[src/rtl/rsa256_stream_frontend.sv]
// rsa256_stream_frontend
//
// Byte-stream front end for the RSA256 decryption core. It loads modulus N,
// exponent D and one ciphertext block A from an 8-bit valid/ready receive
// stream (MSB-first within each field). It then pulses the core's start,
// waits for the core's finished pulse, and streams the OUT_BYTES low-order
// plaintext bytes out on an 8-bit valid/ready transmit stream. After each
// block only a new A is collected; N and D stay loaded.
//
// Ports
//   i_clk, i_rst_n        clock, asynchronous active-low reset
//   i_rx_data/valid       receive byte stream; o_rx_ready accepts it
//   o_tx_data/valid       transmit byte stream; i_tx_ready accepts it
//   o_core_start          one-cycle start pulse to the core
//   o_core_a/d/n          ciphertext, exponent and modulus held for the core
//   i_core_a_pow_d        core result
//   i_core_finished       core one-cycle done pulse
//
// state  | meaning
// -------+-----------------------------------------------------------
// GET_N  | shifting in KEY_BYTES modulus bytes
// GET_D  | shifting in KEY_BYTES exponent bytes
// GET_A  | shifting in KEY_BYTES ciphertext bytes
// START  | o_core_start high for this single cycle
// WAIT   | core busy; leave when i_core_finished is sampled high
// SEND   | shifting OUT_BYTES plaintext bytes out, top byte first

module rsa256_stream_frontend #(
    parameter int KEY_BYTES = 32,
    parameter int OUT_BYTES = 31
) (
    input  logic         i_clk,
    input  logic         i_rst_n,
    input  logic [7:0]   i_rx_data,
    input  logic         i_rx_valid,
    output logic         o_rx_ready,
    output logic [7:0]   o_tx_data,
    output logic         o_tx_valid,
    input  logic         i_tx_ready,
    output logic         o_core_start,
    output logic [255:0] o_core_a,
    output logic [255:0] o_core_d,
    output logic [255:0] o_core_n,
    input  logic [255:0] i_core_a_pow_d,
    input  logic         i_core_finished
);

    localparam int CW = $clog2(KEY_BYTES);
    localparam int OW = 8 * OUT_BYTES;

    typedef enum logic [2:0] {
        GET_N,
        GET_D,
        GET_A,
        START,
        WAIT,
        SEND
    } state_t;

    state_t          state_q;
    state_t          state_d;
    logic [CW-1:0]   cnt_q;
    logic [255:0]    n_q;
    logic [255:0]    d_q;
    logic [255:0]    a_q;
    logic [OW-1:0]   out_q;

    logic            rx_ready;
    logic            rx_fire;
    logic            tx_fire;
    logic            last_rx;
    logic            last_tx;

    // The plaintext is below N and the protocol only carries OUT_BYTES
    // bytes, so the result bits above the output register are dropped.
    logic            unused_result_bits;
    assign unused_result_bits = ^i_core_a_pow_d[255:OW];

    assign rx_ready = (state_q == GET_N) || (state_q == GET_D) || (state_q == GET_A);
    assign rx_fire  = rx_ready && i_rx_valid;
    assign tx_fire  = (state_q == SEND) && i_tx_ready;
    assign last_rx  = (cnt_q == CW'(KEY_BYTES - 1));
    assign last_tx  = (cnt_q == CW'(OUT_BYTES - 1));

    always_comb begin
        state_d = state_q;
        case (state_q)
            GET_N:   if (rx_fire && last_rx) state_d = GET_D;
            GET_D:   if (rx_fire && last_rx) state_d = GET_A;
            GET_A:   if (rx_fire && last_rx) state_d = START;
            START:   state_d = WAIT;
            WAIT:    if (i_core_finished) state_d = SEND;
            SEND:    if (tx_fire && last_tx) state_d = GET_A;
            default: state_d = GET_N;
        endcase
    end

    always_ff @(posedge i_clk or negedge i_rst_n) begin
        if (!i_rst_n) begin
            state_q <= GET_N;
        end else begin
            state_q <= state_d;
        end
    end

    // Counter clears on every state entry, so the final byte of a field
    // both advances the state and wraps the count back to zero.
    always_ff @(posedge i_clk or negedge i_rst_n) begin
        if (!i_rst_n) begin
            cnt_q <= '0;
        end else if (state_d != state_q) begin
            cnt_q <= '0;
        end else if (rx_fire || tx_fire) begin
            cnt_q <= cnt_q + CW'(1);
        end
    end

    always_ff @(posedge i_clk or negedge i_rst_n) begin
        if (!i_rst_n) begin
            n_q <= '0;
            d_q <= '0;
            a_q <= '0;
        end else if (rx_fire) begin
            if (state_q == GET_N) n_q <= {n_q[247:0], i_rx_data};
            if (state_q == GET_D) d_q <= {d_q[247:0], i_rx_data};
            if (state_q == GET_A) a_q <= {a_q[247:0], i_rx_data};
        end
    end

    always_ff @(posedge i_clk or negedge i_rst_n) begin
        if (!i_rst_n) begin
            out_q <= '0;
        end else if ((state_q == WAIT) && i_core_finished) begin
            out_q <= i_core_a_pow_d[OW-1:0];
        end else if (tx_fire) begin
            out_q <= {out_q[OW-9:0], 8'h00};
        end
    end

    assign o_rx_ready   = rx_ready;
    assign o_tx_valid   = (state_q == SEND);
    assign o_tx_data    = out_q[OW-1 -: 8];
    assign o_core_start = (state_q == START);
    assign o_core_n     = n_q;
    assign o_core_d     = d_q;
    assign o_core_a     = a_q;

endmodule

[config.mk]
export PLATFORM = sky130hd
export DESIGN_NAME = rsa256_stream_frontend
export DESIGN_NICKNAME = d
export VERILOG_FILES = /design/src/rtl/rsa256_stream_frontend.sv
export SDC_FILE = /design/constraint.sdc
export NUM_CORES = 1
export LEC_CHECK = 0
export BUFFER_PORTS_ARGS = -buffer_cell sky130_fd_sc_hd__buf_2
export CORE_AREA = 4 4 400 402
export CTS_CLUSTER_DIAMETER = 50
export DETAILED_ROUTE_END_ITERATION = 8
export DIE_AREA = 0 0 404 406
export PLACE_DENSITY = 0.55
export SYNTH_ARGS = -nofsm -noshare
export SYNTH_HDL_FRONTEND = slang
export SYNTH_SLANG_ARGS = --single-unit
[constraint.sdc]
create_clock -name i_clk -period 5.9 [get_ports i_clk]
set_clock_uncertainty 0.05 [all_clocks]
set_input_delay 1.18 -clock i_clk [delete_from_list [all_inputs] [get_ports i_clk]]
set_output_delay 1.18 -clock i_clk [all_outputs]
set_load 0.01 [all_outputs]
* Yosys cells after proc, flatten, opt, wreduce, memory -nomap -nowiden
Cells that the tools add are included.
Widths: inputs -> output; s select.
** Word-level totals
- Flip-flop bits (word level) :: 1024
- Input port bits :: 269
- Output and inout bits :: 779
- Logic and storage cells :: 39
** Cells by class
- Add/sub/neg operators :: 1
- Eq/ne operators :: 8
- Multiplexer cells :: 10
- Reduce and logical (&&, ||, !) cells :: 14
** Operator list (count)
- $mux 248 :: 2
- $pmux 3 s6 :: 1
- $mux 3 :: 5
- $eq 5x5->1 const B :: 2
- $mux 5 :: 2
- $eq 3x2->1 const B :: 2
- $eq 3x3->1 const B :: 2
- $reduce_and 2->1 :: 3
- $add 5x1->5 const B :: 1
- $logic_and 1x1->1 :: 5
- $reduce_bool 2->1 :: 2
- $eq 3x1->1 const B :: 1
- $logic_not 3->1 :: 1
- $logic_or 1x1->1 :: 3
- $ne 3x3->1 :: 1

* Depth between registers and ports, before layout
Gate-level depths: netlist of the first run.
- Word-level depth :: 9
- Depth in mapped cells :: 7
- Gate-level depth less buffers :: 6

* Least setup slack after synthesis of the first run
Ideal clock, no wire load.
- Path kind :: input port to flip-flop
- Start point :: input port i_rx_valid
- End point :: register n_q[192] (netlist: o_core_n[192])
- Setup time :: 0.125 ns
- Arrival time :: 2.430 ns
- Data required time :: 5.725 ns
- Path slack :: 3.296 ns
- Stages :: 6
- Path buffers :: 3
- Cells stage by stage :: or3b_1 buf_6 nor2_8 buf_6 buf_6 mux2_2
** Between the ends
- Longest elaborated chain between the ends :: 2
** RTL lines
- start, declared :: line 35 : input logic i_rx_valid,
- $logic_and 1x1->1 :: line 80 : assign rx_fire = rx_ready && i_rx_valid;
- $reduce_and 2->1 (no source line)
- end signal, assigned :: line 124 : if (state_q == GET_N) n_q <= {n_q[247:0], i_rx_data};
- end, declared :: line 63 : logic [255:0] n_q;
Every way passes these cells.
A chain may end at the register's enable or synchronous reset.

* Final worst setup path of the first run
- Start point :: register state_q[1]
- End point :: output port o_core_start
** Between the ends
- Longest elaborated chain between the ends :: 1
** RTL lines
- start, declared :: line 60 : state_t state_q;
- start signal, assigned :: line 102 : state_q <= state_d;
- $eq 3x2->1 :: line 143 : assign o_core_start = (state_q == START);
- end, declared :: line 40 : output logic o_core_start,
Every way passes these cells.

==> metrics.yaml, run 1 <==
timing.fmax_ghz: 0.280
grt_pass1_vias: 28136
powerDensity_mw_per_mm2: 443
dieArea_mm2: 0.164
synth.avg_cell_area_um2: 13.4
worst_r2r_endpoint: "o_core_a[81]$_DFFE_PN0P_"
cp-start-kind: "flip-flop"
grt_pass1_wl_mm: 190
synth.mux.area_fraction_pct: 21.3
drive_above_1_share_pct: 39.9
drtAntennaViolNets: 0
cp_cell_sequence: "inv_1, nor3b_1, buf_2"
hold_path_class: "in -> async"
ys_seq_elements: 1024
slowest_delay_ps: 750
cts.sinks: 1024
rr_worst_depth: 4
gp_congestion: 0.880
clkTransAtPathRegs_ps: 50
syn_inst: 3018
holdWs_ps: 403
synth_xor_area_share_pct: 0
clockBufferDepth: 3
comb_power_share_pct: 22.4
clock_latency_ps: 740
maxSlewHeadroom_pct: 24.7
grt_overflow: 0
critical_path_class: "reg -> out"
avgViaCountPerCell: 4.48
ctsHtreeMaxLevel: 4
synth-seq-area-share_pct: 63.2
clkPwrFrac_pct: 35.0
setup_viol: 0
cts_hold_buf: 0
internal_power_mw: 15.6
die_w_um: 404
numCtsBuffers: 133
p_sw_share_pct: 32.2
synth_edf_count: 0
total_power_mw: 23.0
seq_power_share_pct: 42.7
num_vias: 27853
synthDistinctLibCells: 41
async_flop_share_pct: 100
syn_to_final_growth_pct: 28.0
ios: 1048
rsz0062_at_grt: "false"
path_max_fanout: 12
post-route-min-period_ps: 3570
nets: 4299
outcome: "completed"
coreArea_mm2: 0.156
placementRows: 145
hold_violations: 0
r2r-start: "state_q[2]$_DFF_PN0_"
synth_top_family_by_area: "multiplexers"
finalWirelength_mm: 132
worst_ep_required_time_ps: 4670
leakagePower_nw: 27.1
first_iter_violations: 1982
final.setup.tns_ps: 0
antenna_found_initial: 39
synth_flop_cell: "dfrtp_1"
wl_per_cell_um: 21.2
grt_max_degree: 218
period_share_pct: 60.4
drv_slew: 0
synth_warnings: 0
hpwl_mm: 96.4
first_pass_iters: 5
root_buffer: "clkbuf_16"
start_util_pct: 26.0
io_buffers: 1039
die_y_um: 406
end_kind: "output pin"
cts_setup_buffers: 0
crit_path_top_delay_cell: "dfrtp_1"
cap_violations: 0
drcViolationCount: 0
tightestPinTransition_ps: 1130
cts_tree: "built"
syn-num-nets: 3290
synth_area_mm2: 0.0406
synth_compound_area_share_pct: 4.22
power.switching_mw: 7.41
grtUsageTotal_pct: 15.4
reg2reg_slack_ps: 2810
synth-simple-area-share_pct: 7.25
ir_drop_v: 0.000317
cp.arrival_ps: 2340
synth_fa_ha_area_share_pct: 0.0925
cts_resized: 0
## synthesized netlist by cell type, drive strengths merged (2+ instances only)
cell type	n	share of area [%]
nor4	2	0.031
nand3	6	0.074
ha	3	0.093
buf	126	3.2
nor4bb	2	0.049
o211ai	2	0.037
inv	3	0.028
nor3b	4	0.074
a22oi	6	0.11
or3b	2	0.043
dfrtp	1024	63
a311o	2	0.049
a22o	8	0.17
o2111ai	3	0.065
nand4	3	0.046
nor2	239	2.3
nand2	481	4.5
and3	2	0.031
or4bb	2	0.056
clkbuf	81	0.75
mux2	768	21
a31oi	237	3.7
## logic make-up after synthesis
family                   after synthesis
multiplexers                         768
buffers and inverters                210
adder cells (fa/ha/maj)                3
AND/OR/NAND/NOR                      748
AO/OA/AOI/OAI                        265
flip-flops                          1024
## worst max-delay path by stage
stage	startpoint	end	slack, ps	depth (start not counted)
floorplan	i_rx_valid	o_core_n[192]$_DFFE_PN0P_	3300	6
global placement	i_rx_valid	o_core_a[126]$_DFFE_PN0P_	2110	5
detailed placement	i_rx_valid	o_core_a[81]$_DFFE_PN0P_	2080	5
CTS	state_q[1]$_DFF_PN0_	o_core_start	2170	3
global route	state_q[1]$_DFF_PN0_	o_core_start	2090	3
finish	state_q[1]$_DFF_PN0_	o_core_start	2330	3
## per-layer routing
layer	track usage, %	vias to the layer above	wire, µm
li1	-	12494	-
met5	0	-	82
met4	6.60	12	4940
met2	25.0	950	63500
met1	18.4	14157	52100
met3	5.70	240	11200
## state kept, by name, indices dropped and copies added (netlist names)
register	flops
out_q	248
o_core_n	256
cnt_q	5
o_core_a	256
state_q	3
o_core_d	256
## power groups by stage
stage / Clock [mW] / Sequential [mW] / Combinational, mW
after floorplan: 0 / 9.96 / 2.97
after global placement: 0 / 9.89 / 5.18
after detailed placement: 0 / 9.93 / 5.23
after CTS: 8.29 / 9.83 / 5.26
after global routing: 8.58 / 10.0 / 5.63
final: 8.05 / 9.82 / 5.15
## cells in the final DEF, fill, tap and decap left out, types with 4 or more instances in the layout
cell type	count
buf_2	1038
nand3_1	6
inv_8	6
inv_6	6
clkinv_2	12
buf_12	19
clkinv_16	10
clkbuf_16	133
a31oi_1	237
mux2_1	421
clkbuf_8	20
a22oi_1	6
buf_4	23
mux2_2	347
clkinvlp_4	10
nor2_1	237
bufinv_16	4
clkbuf_1	21
nor3b_1	4
a22o_1	8
diode_2	29
dfrtp_1	1024
clkinv_4	6
nand2_1	481
## through the flow
stage                     setup WS, ps  instances  util [%]  area, µm²
final                             2330       6211      33.3      51900
after global routing              2090       6201      33.3      51900
after CTS                         2170       6182      33.2      51800
after detailed placement          2080       5950      30.4      47400
after global placement            2110       5950      30.4      47400
after floorplan                   3300       3018         -      40600
## layout make-up
class | instances | area [µm²]
antenna | 29 | 72.6
tap | 2058 | 2570
timing repair buffer | 1081 | 5760
clock buffer | 174 | 3680
fill | 15790 | 104000
clock inverter | 58 | 801
sequential | 1024 | 25600
inverter | 3 | 11.3
multi-input combinational | 1784 | 13400
## critical path: cells and delay by family, from the launching register on
family / cells / cell delay, ps
buffers and inverters: 2 / 550
flip-flops: 1 / 750
AND/OR/NAND/NOR: 1 / 300
Power figures use the tool's default switching activity.
==> run 2, diff against run 1 <==
Settings changed: ABC_AREA from default to 1, CORE_AREA 4 4 400 402 to 4 4 408 410, DIE_AREA 0 0 404 406 to 0 0 412 414, PLACE_DENSITY 0.55 to 0.53.
Clock period 5.9 ns to 3.4 ns, I/O delays scaled along.
==> run 2 against run 1 <==
Effect of this change:
- register-to-register slack lost 1800 ps
- combinational power grew 43%
- sequential power grew 58%
- hold slack lost 320 ps
- synthesized area shrank 1.8%
- sequential share of layout area shrank 0.84 points
- largest power group unchanged
==> metrics.yaml, run 2 <==
cts_resized: 0
setup_ws_ps: 904
num_vias: 30999
post-route-min-period_ps: 2500
leakagePower_nw: 28.2
cts_tree: "built"
synth_area_mm2: 0.0398
synth_largest_area_cell: "dfrtp_1"
clkTransAtPathRegs_ps: 60
total_power_mw: 37.1
synth_edf_count: 0
holdWs_ps: 81.9
io_buffers: 1039
synth.top_cell.area_share_pct: 64.4
die_w_um: 412
clockBufferDepth: 3
rsz0062_at_grt: "false"
maxSlewHeadroom_pct: 45.9
cts_setup_buffers: 0
drive_above_1_share_pct: 31.9
cp-start-kind: "flip-flop"
ir_drop_v: 0.000501
syn_to_final_growth_pct: 32.6
cts_hold_buf: 97
drtAntennaViolNets: 0
async_flop_share_pct: 100
gp_congestion: 0.916
ios: 1048
coreArea_mm2: 0.162
first_pass_iters: 8
grt_overflow: 0
synthDistinctLibCells: 30
cap_violations: 0
synth_warnings: 0
worst_ep_required_time_ps: 2670
setup_viol: 0
syn_inst: 3724
hold_path_class: "in -> reg"
dp.cells: 6778
synth-seq-area-share_pct: 64.4
dieArea_mm2: 0.171
syn-num-nets: 3996
timing.fmax_ghz: 0.401
hpwl_mm: 107
die_y_um: 414
tightestPinTransition_ps: 811
drcViolationCount: 0
antenna_found_initial: 14
final_common_cell: "nand2_1"
ys_seq_elements: 1024
wl_per_cell_um: 20.1
period_share_pct: 73.4
grt_max_degree: 175
numCtsBuffers: 131
first_iter_violations: 2423
critical_path_class: "reg -> out"
root_buffer: "clkbuf_16"
nets: 5105
placementRows: 148
synthTopCellsByArea: "dfrtp_1 64%, nand2_1 11%, mux2_2 6.7%, o221ai_1 5.1%, inv_1 3.6%"
ctsHtreeMaxLevel: 4
clock_latency_ps: 780
synth.avg_cell_area_um2: 10.7
final.setup.tns_ps: 0
drv_slew: 0
finalWirelength_mm: 143
yosysMostFrequentCell: "nand2_1"
dp_slack_ps: 874
hold_violations: 0
grtUsageTotal_pct: 16.2
end_kind: "output pin"
cts.sinks: 1024
ys_top_cells_by_count: "1,151 x nand2_1, 1,024 x dfrtp_1, 377 x inv_1"
outcome: "completed"
cp.arrival_ps: 1770
avgViaCountPerCell: 4.36
final_cell_mix: "1,151 x nand2_1, 1,038 x buf_2, 1,024 x dfrtp_1, 377 x inv_1, 237 x mux2_2"
grt_pass1_wl_mm: 208
grt_pass1_vias: 30684
fin_cells: 7112
path_max_fanout: 7
start_util_pct: 24.5
powerDensity_mw_per_mm2: 703
synth_flop_cell: "dfrtp_1"
-- run 2: worst max-delay path: stages, from the launching register on --
cell	delay (ps)
dfrtp_1	510
nand2_1	160
inv_2	130
buf_2	180
-- run 2: logic make-up (layout without fill, tap and decap cells) --
family | count (synthesis) | after routing | share of synthesized area [%]
AND/OR/NAND/NOR | 1306 | 1306 | 12.5
flip-flops | 1024 | 1024 | 64.4
buffers and inverters | 613 | 1820 | 6.97
AO/OA/AOI/OAI | 519 | 519 | 8.81
multiplexers | 256 | 256 | 7.24
adder cells (fa/ha/maj) | 3 | 3 | 0.0943
XOR/XNOR | 3 | 3 | 0.0660
other | 0 | 6 | 0
-- run 2: cell type report --
class | count | area, µm²
Antenna cell | 6 | 15.0
Clock buffer | 167 | 3630
Clock inverter | 64 | 853
Fill cell | 16719 | 110000
Inverter | 383 | 1450
Multi-Input combinational cell | 2087 | 11500
Sequential cell | 1024 | 25600
Tap cell | 2175 | 2720
Timing Repair Buffer | 1206 | 7070
-- run 2: through the flow --
step | util, % | instance area [µm²]
after floorplan | - | 39800
after global placement | 29.2 | 47300
after detailed placement | 29.2 | 47300
after CTS | 32.5 | 52800
after global routing | 32.5 | 52800
final | 32.5 | 52800
-- run 2: routing by layer --
metal / global-route usage, % / wire, µm / up-vias
li1: - / - / 14321
met1: 19.7 / 57500 / 15415
met2: 26.1 / 67700 / 975
met3: 5.15 / 10800 / 284
met4: 7.52 / 6670 / 4
met5: 0 / 27 / -
-- run 2: path summary, 6_finish.rpt --
path | from | end | slack, ps | depth (start not counted)
worst max-delay path | state_q[2]$_DFF_PN0_ | o_tx_valid | 900 | 3
worst min-delay path | i_core_a_pow_d[107] | out_q[107]$_DFFE_PN0P_ | 80 | 3
worst max register to register | state_q[2]$_DFF_PN0_ | out_q[171]$_DFFE_PN0P_ | 1010 | 6
worst min register to register | o_core_d[46]$_DFFE_PN0P_ | o_core_d[54]$_DFFE_PN0P_ | 410 | 2
max in group asynchronous | i_rst_n | o_core_a[192]$_DFFE_PN0P_ | 1660 | 3
min in group asynchronous | i_rst_n | o_core_a[137]$_DFFE_PN0P_ | 510 | 2
-- run 2: where the power goes --
group	total, mW	switching (mW)	internal [mW]
Sequential	15.5	1.43	14.1
Clock	14.3	5.72	8.58
Combinational	7.34	4.84	2.50
